$ cat src/rtl/mux_scan_pkg.sv
// -----------------------------------------------------------------------------
// mux_scan_pkg
// Shared types and constants for the 8:1 mux scan sequencer.
//   scan_state_e : sequencer state (IDLE / SCAN)
//   NCH, SELW    : channel count and select width
//   WORD_RST     : value of the assembled word after reset
//   SEL_FIRST/SEL_LAST : first and last mux channel
// -----------------------------------------------------------------------------
package mux_scan_pkg;

  typedef enum logic {
    IDLE = 1'b0,
    SCAN = 1'b1
  } scan_state_e;

  localparam int NCH  = 8;
  localparam int SELW = 3;

  localparam logic [NCH-1:0]  WORD_RST  = 8'h00;
  localparam logic [SELW-1:0] SEL_FIRST = 3'd0;
  localparam logic [SELW-1:0] SEL_LAST  = 3'd7;

endpackage

$ cat src/rtl/mux_scan_ctrl_dwell_timer.sv
// -----------------------------------------------------------------------------
// dwell_timer
// Counts the cycles spent on one mux channel and flags the last one.
//   clk, rst : clock and synchronous active-high reset
//   clear    : force the count back to zero (held while the sequencer idles)
//   enable   : count while high
//   tick     : high on the final dwell cycle of the current channel
// -----------------------------------------------------------------------------
module dwell_timer
  import mux_scan_pkg::*;
#(
  parameter int DWELL = 4,
  parameter int CNTW  = 8
) (
  input  logic clk,
  input  logic rst,
  input  logic clear,
  input  logic enable,
  output logic tick
);

  localparam logic [CNTW-1:0] CNT_LAST = CNTW'(DWELL - 1);
  localparam logic [CNTW-1:0] CNT_ZERO = {CNTW{1'b0}};
  localparam logic [CNTW-1:0] CNT_ONE  = CNTW'(1);

  logic [CNTW-1:0] cnt_q, cnt_d;

  // Next count: wrap at the last dwell cycle so the next channel starts at zero.
  always_comb begin
    cnt_d = cnt_q;
    if (clear) begin
      cnt_d = CNT_ZERO;
    end else if (enable) begin
      if (cnt_q == CNT_LAST) begin
        cnt_d = CNT_ZERO;
      end else begin
        cnt_d = cnt_q + CNT_ONE;
      end
    end else begin
      cnt_d = cnt_q;
    end
  end

  // Dwell counter register.
  always_ff @(posedge clk) begin
    if (rst) begin
      cnt_q <= CNT_ZERO;
    end else begin
      cnt_q <= cnt_d;
    end
  end

  assign tick = enable && (cnt_q == CNT_LAST);

endmodule

$ cat src/rtl/mux_scan_ctrl.sv
// -----------------------------------------------------------------------------
// mux_scan_ctrl
// Drives the select of an 8:1 mux, dwells DWELL cycles on each channel,
// samples the mux output on the last dwell cycle and publishes the eight
// samples as one word once the scan completes.
//   clk, rst : clock and synchronous active-high reset
//   start    : request a scan (only looked at while idle)
//   cont     : continuous mode, looked at on each completion edge
//   y_in     : mux output for the current sel
//   sel      : registered mux select
//   busy     : scan in progress
//   done     : one-cycle completion pulse
//   word     : last completed scan, word[k] sampled with sel=k
// -----------------------------------------------------------------------------
module mux_scan_ctrl
  import mux_scan_pkg::*;
#(
  parameter int DWELL = 4,
  parameter int CNTW  = 8
) (
  input  logic            clk,
  input  logic            rst,
  input  logic            start,
  input  logic            cont,
  input  logic            y_in,
  output logic [SELW-1:0] sel,
  output logic            busy,
  output logic            done,
  output logic [NCH-1:0]  word
);

  localparam logic [SELW-1:0] SEL_ONE = SELW'(1);

  scan_state_e     state_q, state_d;
  logic [SELW-1:0] sel_q, sel_d;
  logic            busy_q, busy_d;
  logic            done_q, done_d;
  logic [NCH-1:0]  word_q, word_d;
  logic [NCH-1:0]  shadow_q, shadow_d;
  logic            tick_s;
  logic            timer_clear_s;
  logic            timer_en_s;

  // The timer is parked at zero while idle, so the first channel of a new
  // scan always gets a full dwell.
  assign timer_clear_s = (state_q == IDLE);
  assign timer_en_s    = (state_q == SCAN);

  dwell_timer #(
    .DWELL (DWELL),
    .CNTW  (CNTW)
  ) u_dwell_timer (
    .clk    (clk),
    .rst    (rst),
    .clear  (timer_clear_s),
    .enable (timer_en_s),
    .tick   (tick_s)
  );

  // Next-state logic for the sequencer, select, shadow and output word.
  always_comb begin
    state_d  = state_q;
    sel_d    = sel_q;
    busy_d   = busy_q;
    done_d   = 1'b0;
    word_d   = word_q;
    shadow_d = shadow_q;
    case (state_q)
      IDLE: begin
        sel_d = SEL_FIRST;
        if (start) begin
          state_d = SCAN;
          busy_d  = 1'b1;
        end else begin
          state_d = IDLE;
          busy_d  = 1'b0;
        end
      end
      SCAN: begin
        busy_d = 1'b1;
        if (tick_s) begin
          shadow_d[sel_q] = y_in;
          if (sel_q == SEL_LAST) begin
            // Last channel comes straight from y_in: the shadow bit is only
            // written on this same edge.
            word_d = {y_in, shadow_q[NCH-2:0]};
            done_d = 1'b1;
            sel_d  = SEL_FIRST;
            if (cont) begin
              state_d = SCAN;
            end else begin
              state_d = IDLE;
              busy_d  = 1'b0;
            end
          end else begin
            sel_d = sel_q + SEL_ONE;
          end
        end else begin
          sel_d = sel_q;
        end
      end
      default: begin
        state_d = IDLE;
        sel_d   = SEL_FIRST;
        busy_d  = 1'b0;
      end
    endcase
  end

  // Sequencer registers; reset aborts any scan in flight without a done pulse.
  always_ff @(posedge clk) begin
    if (rst) begin
      state_q  <= IDLE;
      sel_q    <= SEL_FIRST;
      busy_q   <= 1'b0;
      done_q   <= 1'b0;
      word_q   <= WORD_RST;
      shadow_q <= WORD_RST;
    end else begin
      state_q  <= state_d;
      sel_q    <= sel_d;
      busy_q   <= busy_d;
      done_q   <= done_d;
      word_q   <= word_d;
      shadow_q <= shadow_d;
    end
  end

  assign sel  = sel_q;
  assign busy = busy_q;
  assign done = done_q;
  assign word = word_q;

endmodule
$ cat config.mk
export PLATFORM = sky130hd
export DESIGN_NAME = mux_scan_ctrl
export DESIGN_NICKNAME = d
export VERILOG_FILES = /design/src/rtl/mux_scan_pkg.sv /design/src/rtl/mux_scan_ctrl_dwell_timer.sv /design/src/rtl/mux_scan_ctrl.sv
export SDC_FILE = /design/constraint.sdc
export NUM_CORES = 1
export LEC_CHECK = 0
export ABC_AREA = 0
export CAP_MARGIN = 20
export CORE_ASPECT_RATIO = 0.75
export CORE_MARGIN = 2
export CORE_UTILIZATION = 47
export DETAILED_ROUTE_END_ITERATION = 10
export GPL_TIMING_DRIVEN = 1
export HOLD_SLACK_MARGIN = 0.15
export PLACE_DENSITY = 0.74
export SLEW_MARGIN = 20
export SYNTH_ARGS = -nofsm -noshare
export SYNTH_HDL_FRONTEND = slang
export SYNTH_HIERARCHICAL = 1
export SYNTH_SLANG_ARGS = --single-unit
$ cat constraint.sdc
create_clock -name clk -period 1.9 [get_ports clk]
set_input_delay 0.285 -clock clk [delete_from_list [all_inputs] [get_ports clk]]
set_output_delay 0.285 -clock clk [all_outputs]
set_load 0.01 [all_outputs]
# After elaboration in Yosys (flattened, before gate mapping)
# Cells that the tools add are included.
[word_totals] reg_bits=29 output_inout_bits=13 wordCells=33
[op_classes] add_sub_neg=2 n_lt_le_gt_ge=2 n_eq_ne=3 mux=12 bitwise_logic=2 n_reduce_logical=6
[op_table] operator="$add 8x1->8 const B" n=1
[op_table] operator="$bwmux 8" n=1
[op_table] operator="$eq 8x2->1 const B" n=1
[op_table] operator="$mux 1" n=6
[op_table] operator="$mux 3" n=2
[op_table] operator="$pmux 3 s2" n=1
[op_table] operator="$reduce_or 3->1" n=2
[op_table] operator="$lt 3x4->1 const B" n=1
[op_table] operator="$add 3x1->3 const B" n=1
[op_table] operator="$demux 1 s3" n=1
[op_table] operator="$eq 3x3->1 const B" n=1
[op_table] operator="$ge 3x1->1 const B" n=1
[op_table] operator="$reduce_and 3->1" n=1
[op_table] operator="$logic_and 1x1->1" n=2
[op_table] operator="$ne 2x1->1 const B" n=1
[op_table] operator="$not 1->1" n=2
[op_table] operator="$pmux 1 s2" n=1
[op_table] operator="$reduce_and 2->1" n=1

# Logic depth before layout (Yosys ltp)
# Gate-level depths: netlist (run 1).
[logic_depth] depth_word=5 depth_mapped=8 ltp_nobuf=6

# Cells and area by module
# Netlist (run 1), hierarchy kept.
[by_module_without_submodules] module="mux_scan_ctrl" instances=1 cells_per_inst=93 area_each_um2=825.8 seq_area_each_um2=400.4
[by_module_without_submodules] module="dwell_timer" instances=1 cells_per_inst=41 area_each_um2=382.9 seq_area_each_um2=160.2

# Least setup slack after synthesis (run 1)
# No wires, ideal clock.
[synth_timing] path_type="register to register" from="reg busy (netlist name)" to="reg shadow_q[6]" arrival_time_ns=1.712 t_required_ns=1.775 path_slack_ns=0.062 stages_incl_launch_ff=8 path_buffers=2 synth_period_minus_slack_ns=1.838 cell_sequence="dfxtp_1 clkbuf_1 nand2_1 nor4_1 buf_4 and3b_2 nand3_1 mux2i_1"
[synth_lines] item="to (signal assigned)" line_no="mux_scan_ctrl.sv:125" source="shadow_q <= shadow_d;"
[synth_lines] item="to (decl)" line_no="mux_scan_ctrl.sv:39" source="logic [NCH-1:0] shadow_q, shadow_d;"

# Final worst setup path (run 1)
[layout_timing] from="reg u_dwell_timer.cnt_q[4]" to="reg shadow_q[6]"
[layout_between] elab_chain_cells=3
[layout_rtl] item="from (decl)" line_no="mux_scan_ctrl_dwell_timer.sv:26" source="logic [CNTW-1:0] cnt_q, cnt_d;"
[layout_rtl] item="from (signal assigned)" line_no="mux_scan_ctrl_dwell_timer.sv:49" source="cnt_q <= cnt_d;"
[layout_rtl] item="$eq 8x2->1" line_no="mux_scan_ctrl_dwell_timer.sv:53" source="assign tick = enable && (cnt_q == CNT_LAST);"
[layout_rtl] item="$logic_and 1x1->1" line_no="mux_scan_ctrl_dwell_timer.sv:53"
[layout_rtl] item="net tick_s" line_no="mux_scan_ctrl.sv:40" source="logic tick_s;"
[layout_rtl] item="$reduce_and 2->1 (no line)"
# The timed path passes the listed nets, and every way through them passes these cells.
# A chain may end at the register's enable or synchronous reset.

==> flow_summary.ini, run 1 <==
[logic_synthesis]
synth_async_sr_flop_share_pct = 0
synth_area_leaders = sky130_fd_sc_hd__dfxtp_1, sky130_fd_sc_hd__mux2i_1, sky130_fd_sc_hd__nand2_1, sky130_fd_sc_hd__nand2b_1, sky130_fd_sc_hd__a21oi_1
synth-main-ff-cell = sky130_fd_sc_hd__dfxtp_1
post_synth_edffs = 0
cell_taking_the_most_area_after_synthesis = sky130_fd_sc_hd__dfxtp_1
synthesis.area_per_instance_um2 = 9.02
synth-warning-count = 6
syn_inst = 134
synth.yosys.seq_area_share_pct = 46.4
yosysTopAreaCellShare_pct = 46.4
ys_types = 27
synth-seq-cells = 28
synthTopCellsByCount = sky130_fd_sc_hd__dfxtp_1, sky130_fd_sc_hd__nand2_1, sky130_fd_sc_hd__a21oi_1
mappedNetlistNets = 142
netlist_area_mm2 = 0.00121
synthMostInstantiatedCell = sky130_fd_sc_hd__dfxtp_1

[job]
cap_viol_max_count = 0

[routing]
wl_met1_mm = 1.24
post_drt_via_cell_ratio = 5.03
routed_wirelength_mm = 2.40
route.met2.wl_mm = 1.07
drc_errors = 0
post_detailed_route_count_of_antenna_violating_nets = 0
topRoutingLayerUsed = met3
via_count_of_the_routed_design = 956
met3WireLength_um = 86
route.detailed.wl_per_inst_um = 12.6
drt_iter0_drc = 31
drtPass1Iterations = 4

[pwr]
net_switching_w = 0.000196
power_density_mw_per_mm2 = 621
internal_power_w = 0.000730
vdd_drop_max_uv = 570
pwr-share-seq_pct = 63.9
pwr-share-comb_pct = 5.1
swShare_pct = 21.2
power.leakage_nw = 0.553
pwr-share-clk_pct = 31.0

[placement]
placedCellCount = 186
gp_congestion = 0.730
dp_slack_ns = -0.0141
place_area_mm2 = 0.00144
dp_hpwl_mm = 1.85
port_buffers = 17

[cts]
cts.sink_count = 28
cts-buffers-inserted = 3
insertion_delay_ns = 0.33
cts_tree = built
clock_tree_root_buffer_cell = sky130_fd_sc_hd__clkbuf_4
cts_buffer_depth = 2
cts.clk_slew.worst_paths_ns = 0.15
h_tree_lvl_count = 1

[timing]
fin_crit_sh_pct = 94.0
max_clock_freq_ghz = 0.560
finalCriticalPeriod_ns = 1.79
hold_viol_final = 0
maxSlewViolCount = 0
worstMarginPinSlew_ns = 0.416
max_slew_margin_pct = 72.2
final_setup_violation_count = 0
grt_setup_unrepaired = false
hold_ws_ns = 0.461
worst_slack_ns = 0.114
fin_skew_ns = 0.0111

[floorplanning]
floorplan.initialDensity_pct = 51.1
die_area_mm2 = 0.00300
floorplan.io_pins = 18
die-height_um = 47.9
core.rowCount = 15
chip_width_um = 62.6
core_area_mm2 = 0.00236

[grt]
grt_first_pass_wirelength_mm = 4.09
total_global_routing_overflow = 0
vias_in_the_first_global_route = 891
gr-usage-all-layers_pct = 18.1
pin_count_of_the_biggest_net_entering_global_routing = 16
antenna_found_initial = 0

[status]
run_status = completed

[final_layout]
layout.core_utilization_pct = 63.1
final_area_mm2 = 0.00149
instances_no_fill = 190
diodes = 0
syn_to_final_growth_pct = 23.5
share_of_final_layout_standard_cells_stronger_than_drive_strength_1_pct = 12.2
fillCellCount = 226
finish.net_count = 165

[worst_setup_path]
worstSetupStartpointType = register
worstPathRequired_ns = 2.11
reg2reg_depth = 6
worst-endpoint-arrival_ns = 2.00
critical_path.endpoint_type = register
critical_path_peak_fanout = 8
timing.setup.critical_path_class = reg -> reg

[worst_hold_path]
whs_path_depth = 2
worst_hold_path_type = reg -> reg
state kept, by name, indices dropped and copies added, names as in the netlist:
register and count:
busy 1, done 1, sel 3, shadow_q 7
u_dwell_timer/cnt_q 8, word 8
cells in the final DEF (no fill, tap or decap), types with 2 or more instances in the layout:
| master | instances |
|---|---|
| sky130_fd_sc_hd__nand3_1 | 4 |
| sky130_fd_sc_hd__nand2b_1 | 10 |
| sky130_fd_sc_hd__inv_1 | 2 |
| sky130_fd_sc_hd__nand2_1 | 20 |
| sky130_fd_sc_hd__o21ai_0 | 3 |
| sky130_fd_sc_hd__buf_4 | 7 |
| sky130_fd_sc_hd__clkdlybuf4s50_1 | 17 |
| sky130_fd_sc_hd__nor3_1 | 3 |
| sky130_fd_sc_hd__mux2i_1 | 10 |
| sky130_fd_sc_hd__or3_1 | 3 |
| sky130_fd_sc_hd__nand4_1 | 4 |
| sky130_fd_sc_hd__nor2b_1 | 2 |
| sky130_fd_sc_hd__xor2_1 | 3 |
| sky130_fd_sc_hd__nor2_1 | 11 |
| sky130_fd_sc_hd__ha_1 | 3 |
| sky130_fd_sc_hd__clkbuf_4 | 3 |
| sky130_fd_sc_hd__a21oi_1 | 12 |
| sky130_fd_sc_hd__dfxtp_1 | 27 |
metrics by stage:
step	power, W	setup TNS [ns]
6_report	0.000927	0
5_1_grt	0.000966	0
4_1_cts	0.000935	0
3_5_place_dp	0.000652	-0.0210
3_3_place_gp	0.000651	0
2_1_floorplan	0.000630	0
worst max-delay path, stage by stage, from the launching register on:
cell and delay (ns):
sky130_fd_sc_hd__dfxtp_2 0.35, sky130_fd_sc_hd__or4_4 0.54, sky130_fd_sc_hd__nor4_2 0.14, sky130_fd_sc_hd__buf_4 0.19, sky130_fd_sc_hd__and3b_2 0.22, sky130_fd_sc_hd__nand3_1 0.10, sky130_fd_sc_hd__mux2i_1 0.14
per-layer routing:
layer,vias to the layer above,global-route usage [%]
met5,-,0
met4,0,4.00
met3,0,5.41
met2,16,31.2
met1,440,23.2
li1,500,-
power groups by stage:
stage	combinational [W]	clock [W]	sequential, W
floorplan	0.0000233	0	0.000607
global placement	0.0000454	0	0.000605
detailed placement	0.0000470	0	0.000605
CTS	0.0000471	0.000295	0.000592
global route	0.0000514	0.000321	0.000593
finish	0.0000470	0.000287	0.000592
worst paths after layout:
check / start / end / slack (ns)
setup / recovery: u_dwell_timer/cnt_q[4] / shadow_q[6] / 0.11
hold / removal: word[7] / word[7] / 0.46
setup reg to reg: u_dwell_timer/cnt_q[4] / shadow_q[6] / 0.11
hold reg to reg: word[7] / word[7] / 0.46
kinds of logic after synthesis:
logic type / share of synthesized area, %
flops: 46.4
buf+inv: 3.21
fa+ha+maj: 3.11
mux: 8.28
compound gates: 8.49
simple gates: 27.6
xor+xnor: 2.90
layout make-up:
| class | instances | area, um^2 | share of cell area (%) |
|---|---|---|---|
| Multi-Input combinational cell | 98 | 622 | 41.7 |
| Sequential cell | 28 | 562 | 37.6 |
| Tap cell | 34 | 42.5 | 2.85 |
| Clock buffer | 4 | 36.3 | 2.43 |
| Timing Repair Buffer | 24 | 223 | 14.9 |
| Inverter | 2 | 7.51 | 0.503 |
timing repair:
action,in CTS,in global routing
endpoints found under the hold margin,0,0
setup endpoints to repair,9,16
pin swaps,0,1
buffers inserted,0,0
hold buffers,0,0
gates resized for setup,2,2
No activity file was read; power rests on OpenSTA's default activity.
==> inputs of run 2 (changes only) <==
PLACE_DENSITY = 0.73   (was 0.74)
SYNTH_HIERARCHICAL = default   (was 1)
==> flow_summary.ini, run 2 <==
[placement]
port_buffers = 17
gp_congestion = 0.766
dp_hpwl_mm = 1.87
placedCellCount = 179
place_area_mm2 = 0.00150

[routing]
drtPass1Iterations = 4
route.detailed.wl_per_inst_um = 13.7
via_count_of_the_routed_design = 986
post_drt_via_cell_ratio = 5.39
drt_iter0_drc = 45
drc_errors = 0
post_detailed_route_count_of_antenna_violating_nets = 0
routed_wirelength_mm = 2.50

[worst_setup_path]
timing.setup.critical_path_class = reg -> reg
worstPathCellList = ha_2 -> or4b_4 -> or4_1 -> a21oi_1
setup.reg_to_reg.worst_slack_ns = 0.12
worst_setup_path_startpoint = u_dwell_timer.cnt_q[0]
worstPathRequired_ns = 2.17
regToRegStartpoint = u_dwell_timer.cnt_q[0]
reg2reg_depth = 4
worstSetupStartpointType = register
critical_path_peak_fanout = 5
timing.critical_path.to = sel[0]
worst-endpoint-arrival_ns = 2.06
cp_slowest_stage_delay_ns = 0.49
worst_path_max_delay_cell = sky130_fd_sc_hd__or4b_4
critical_path.endpoint_type = register
crit-reg2reg-capture = sel[0]

[grt]
total_global_routing_overflow = 0
vias_in_the_first_global_route = 997
grt_first_pass_wirelength_mm = 4.40
antenna_found_initial = 0
pin_count_of_the_biggest_net_entering_global_routing = 16
gr-usage-all-layers_pct = 18.1

[logic_synthesis]
netlist_area_mm2 = 0.00127
synth_async_sr_flop_share_pct = 0
ys_types = 29
synth-main-ff-cell = sky130_fd_sc_hd__dfxtp_1
post_synth_edffs = 0
cell_taking_the_most_area_after_synthesis = sky130_fd_sc_hd__dfxtp_1
mappedNetlistNets = 135
synthTopCellsByCount = sky130_fd_sc_hd__dfxtp_1, sky130_fd_sc_hd__nand2b_1, sky130_fd_sc_hd__mux2i_1
syn_inst = 127
synthMostInstantiatedCell = sky130_fd_sc_hd__dfxtp_1
synthesis.area_per_instance_um2 = 10.0
yosysTopAreaCellShare_pct = 44.1
synth_area_leaders = sky130_fd_sc_hd__dfxtp_1, sky130_fd_sc_hd__mux2i_1, sky130_fd_sc_hd__nand2b_1, sky130_fd_sc_hd__nand4b_1, sky130_fd_sc_hd__ha_1
synth.yosys.seq_area_share_pct = 44.1
synth-warning-count = 0
synth-seq-cells = 28

[pwr]
power.leakage_nw = 0.574
swShare_pct = 20.6
pwr-share-seq_pct = 64.5
internal_power_w = 0.000731
net_switching_w = 0.000190
pwr-share-clk_pct = 30.9
pwr-share-comb_pct = 4.6
power_density_mw_per_mm2 = 598
vdd_drop_max_uv = 401

[cts]
cts-buffers-inserted = 3
clock_tree_root_buffer_cell = sky130_fd_sc_hd__clkbuf_4
insertion_delay_ns = 0.33
cts_tree = built
cts.clk_slew.worst_paths_ns = 0.14
cts.sink_count = 28
cts_buffer_depth = 2
h_tree_lvl_count = 1

[final_layout]
syn_to_final_growth_pct = 21.1
final_area_mm2 = 0.00154
finish.net_count = 156
layout_common_cells = sky130_fd_sc_hd__dfxtp_1, sky130_fd_sc_hd__nand2b_1, sky130_fd_sc_hd__clkdlybuf4s50_1
diodes = 0
instances_no_fill = 183
share_of_final_layout_standard_cells_stronger_than_drive_strength_1_pct = 8.84
layout.cells.most_common = sky130_fd_sc_hd__dfxtp_1

[floorplanning]
floorplan.io_pins = 18
core.rowCount = 16
die-height_um = 49.0
floorplan.initialDensity_pct = 49.2
core_area_mm2 = 0.00258
die_area_mm2 = 0.00314
chip_width_um = 64.1

[timing]
max_slew_margin_pct = 64.3
final_setup_violation_count = 0
finalCriticalPeriod_ns = 1.78
totalNegativeSetupSlack_ns = 0
max_clock_freq_ghz = 0.560
fin_crit_sh_pct = 93.9
maxSlewViolCount = 0
fin_skew_ns = 0.00408
grt_setup_unrepaired = false
hold_viol_final = 0
worstMarginPinSlew_ns = 0.528

[worst_hold_path]
worst_hold_path_type = in -> reg
hp-start = cont

[job]
cap_viol_max_count = 0

[status]
run_status = completed
-- run 2: how the worst min path moves through the flow --
stage	to	slack, ns	cells past startpoint
final	busy	0.48	3
after floorplan	u_dwell_timer.cnt_q[0]	0.42	1
after CTS	busy	0.47	3
after global routing	busy	0.49	3
after global placement	u_dwell_timer.cnt_q[0]	0.43	1
after detailed placement	word[1]	0.46	2
-- run 2: through the flow --
step / hold slack [ns] / total power [W] / worst slack, ns / util, %
floorplan: 0.418 / 0.000629 / 0.216 / -
global placement: 0.432 / 0.000647 / 0.175 / 58.1
detailed placement: 0.463 / 0.000649 / 0.126 / 58.1
CTS: 0.470 / 0.000933 / 0.0823 / 59.5
global route: 0.487 / 0.000968 / 0.0210 / 59.6
finish: 0.479 / 0.000921 / 0.115 / 59.6
-- run 2: repair_timing --
action / 4_1_cts / 5_1_grt
setup buffers: 0 / 0
hold buffers: 0 / 0
resized for setup: 0 / 1
setup endpoints to repair: 0 / 1
-- run 2: power by group through the flow --
stage / combinational, W / clock, W / sequential, W
6_report: 0.0000422 / 0.000285 / 0.000594
5_1_grt: 0.0000470 / 0.000326 / 0.000595
4_1_cts: 0.0000423 / 0.000297 / 0.000594
3_5_place_dp: 0.0000421 / 0 / 0.000607
3_3_place_gp: 0.0000411 / 0 / 0.000606
2_1_floorplan: 0.0000226 / 0 / 0.000606
-- run 2: cell families (layout without fill, tap and decap cells) --
| group | count (synthesis) | count (layout) | synth area share [%] |
|---|---|---|---|
| xor gates and xnor gates | 3 | 3 | 2.07 |
| DFF | 28 | 28 | 44.1 |
| buffers and inverters | 8 | 28 | 2.46 |
| muxes | 15 | 15 | 11.8 |
| adders and majority gates | 3 | 3 | 2.95 |
| AOI/OAI and AO/OA | 14 | 14 | 5.91 |
| and+or+nand+nor | 56 | 56 | 30.7 |
-- run 2: layout make-up --
| class | instances | area, um^2 |
|---|---|---|
| Multi-Input combinational cell | 91 | 682 |
| Inverter | 2 | 7.51 |
| Sequential cell | 28 | 561 |
| Tap cell | 36 | 45.0 |
| Fill cell | 220 | 1040 |
| Clock buffer | 4 | 36.3 |
| Timing Repair Buffer | 22 | 208 |
-- run 2: critical path, delay by kind of cell (launching register included) --
family | cells | cell delay [ns]
adder cells (fa/ha/maj) | 1 | 0.24
AND/OR/NAND/NOR | 2 | 0.96
AO/OA/AOI/OAI | 1 | 0.14
flip-flops | 1 | 0.40
-- run 2: routing by layer --
layer | share of wire, % | up-vias | global-route usage [%] | routed length, um
met5 | 0 | - | 0 | 0
met4 | 1.1 | 0 | 5.80 | 27
met3 | 2.8 | 4 | 5.77 | 71
met2 | 50 | 15 | 31.6 | 1260
met1 | 46 | 471 | 20.9 | 1150
li1 | - | 496 | - | -
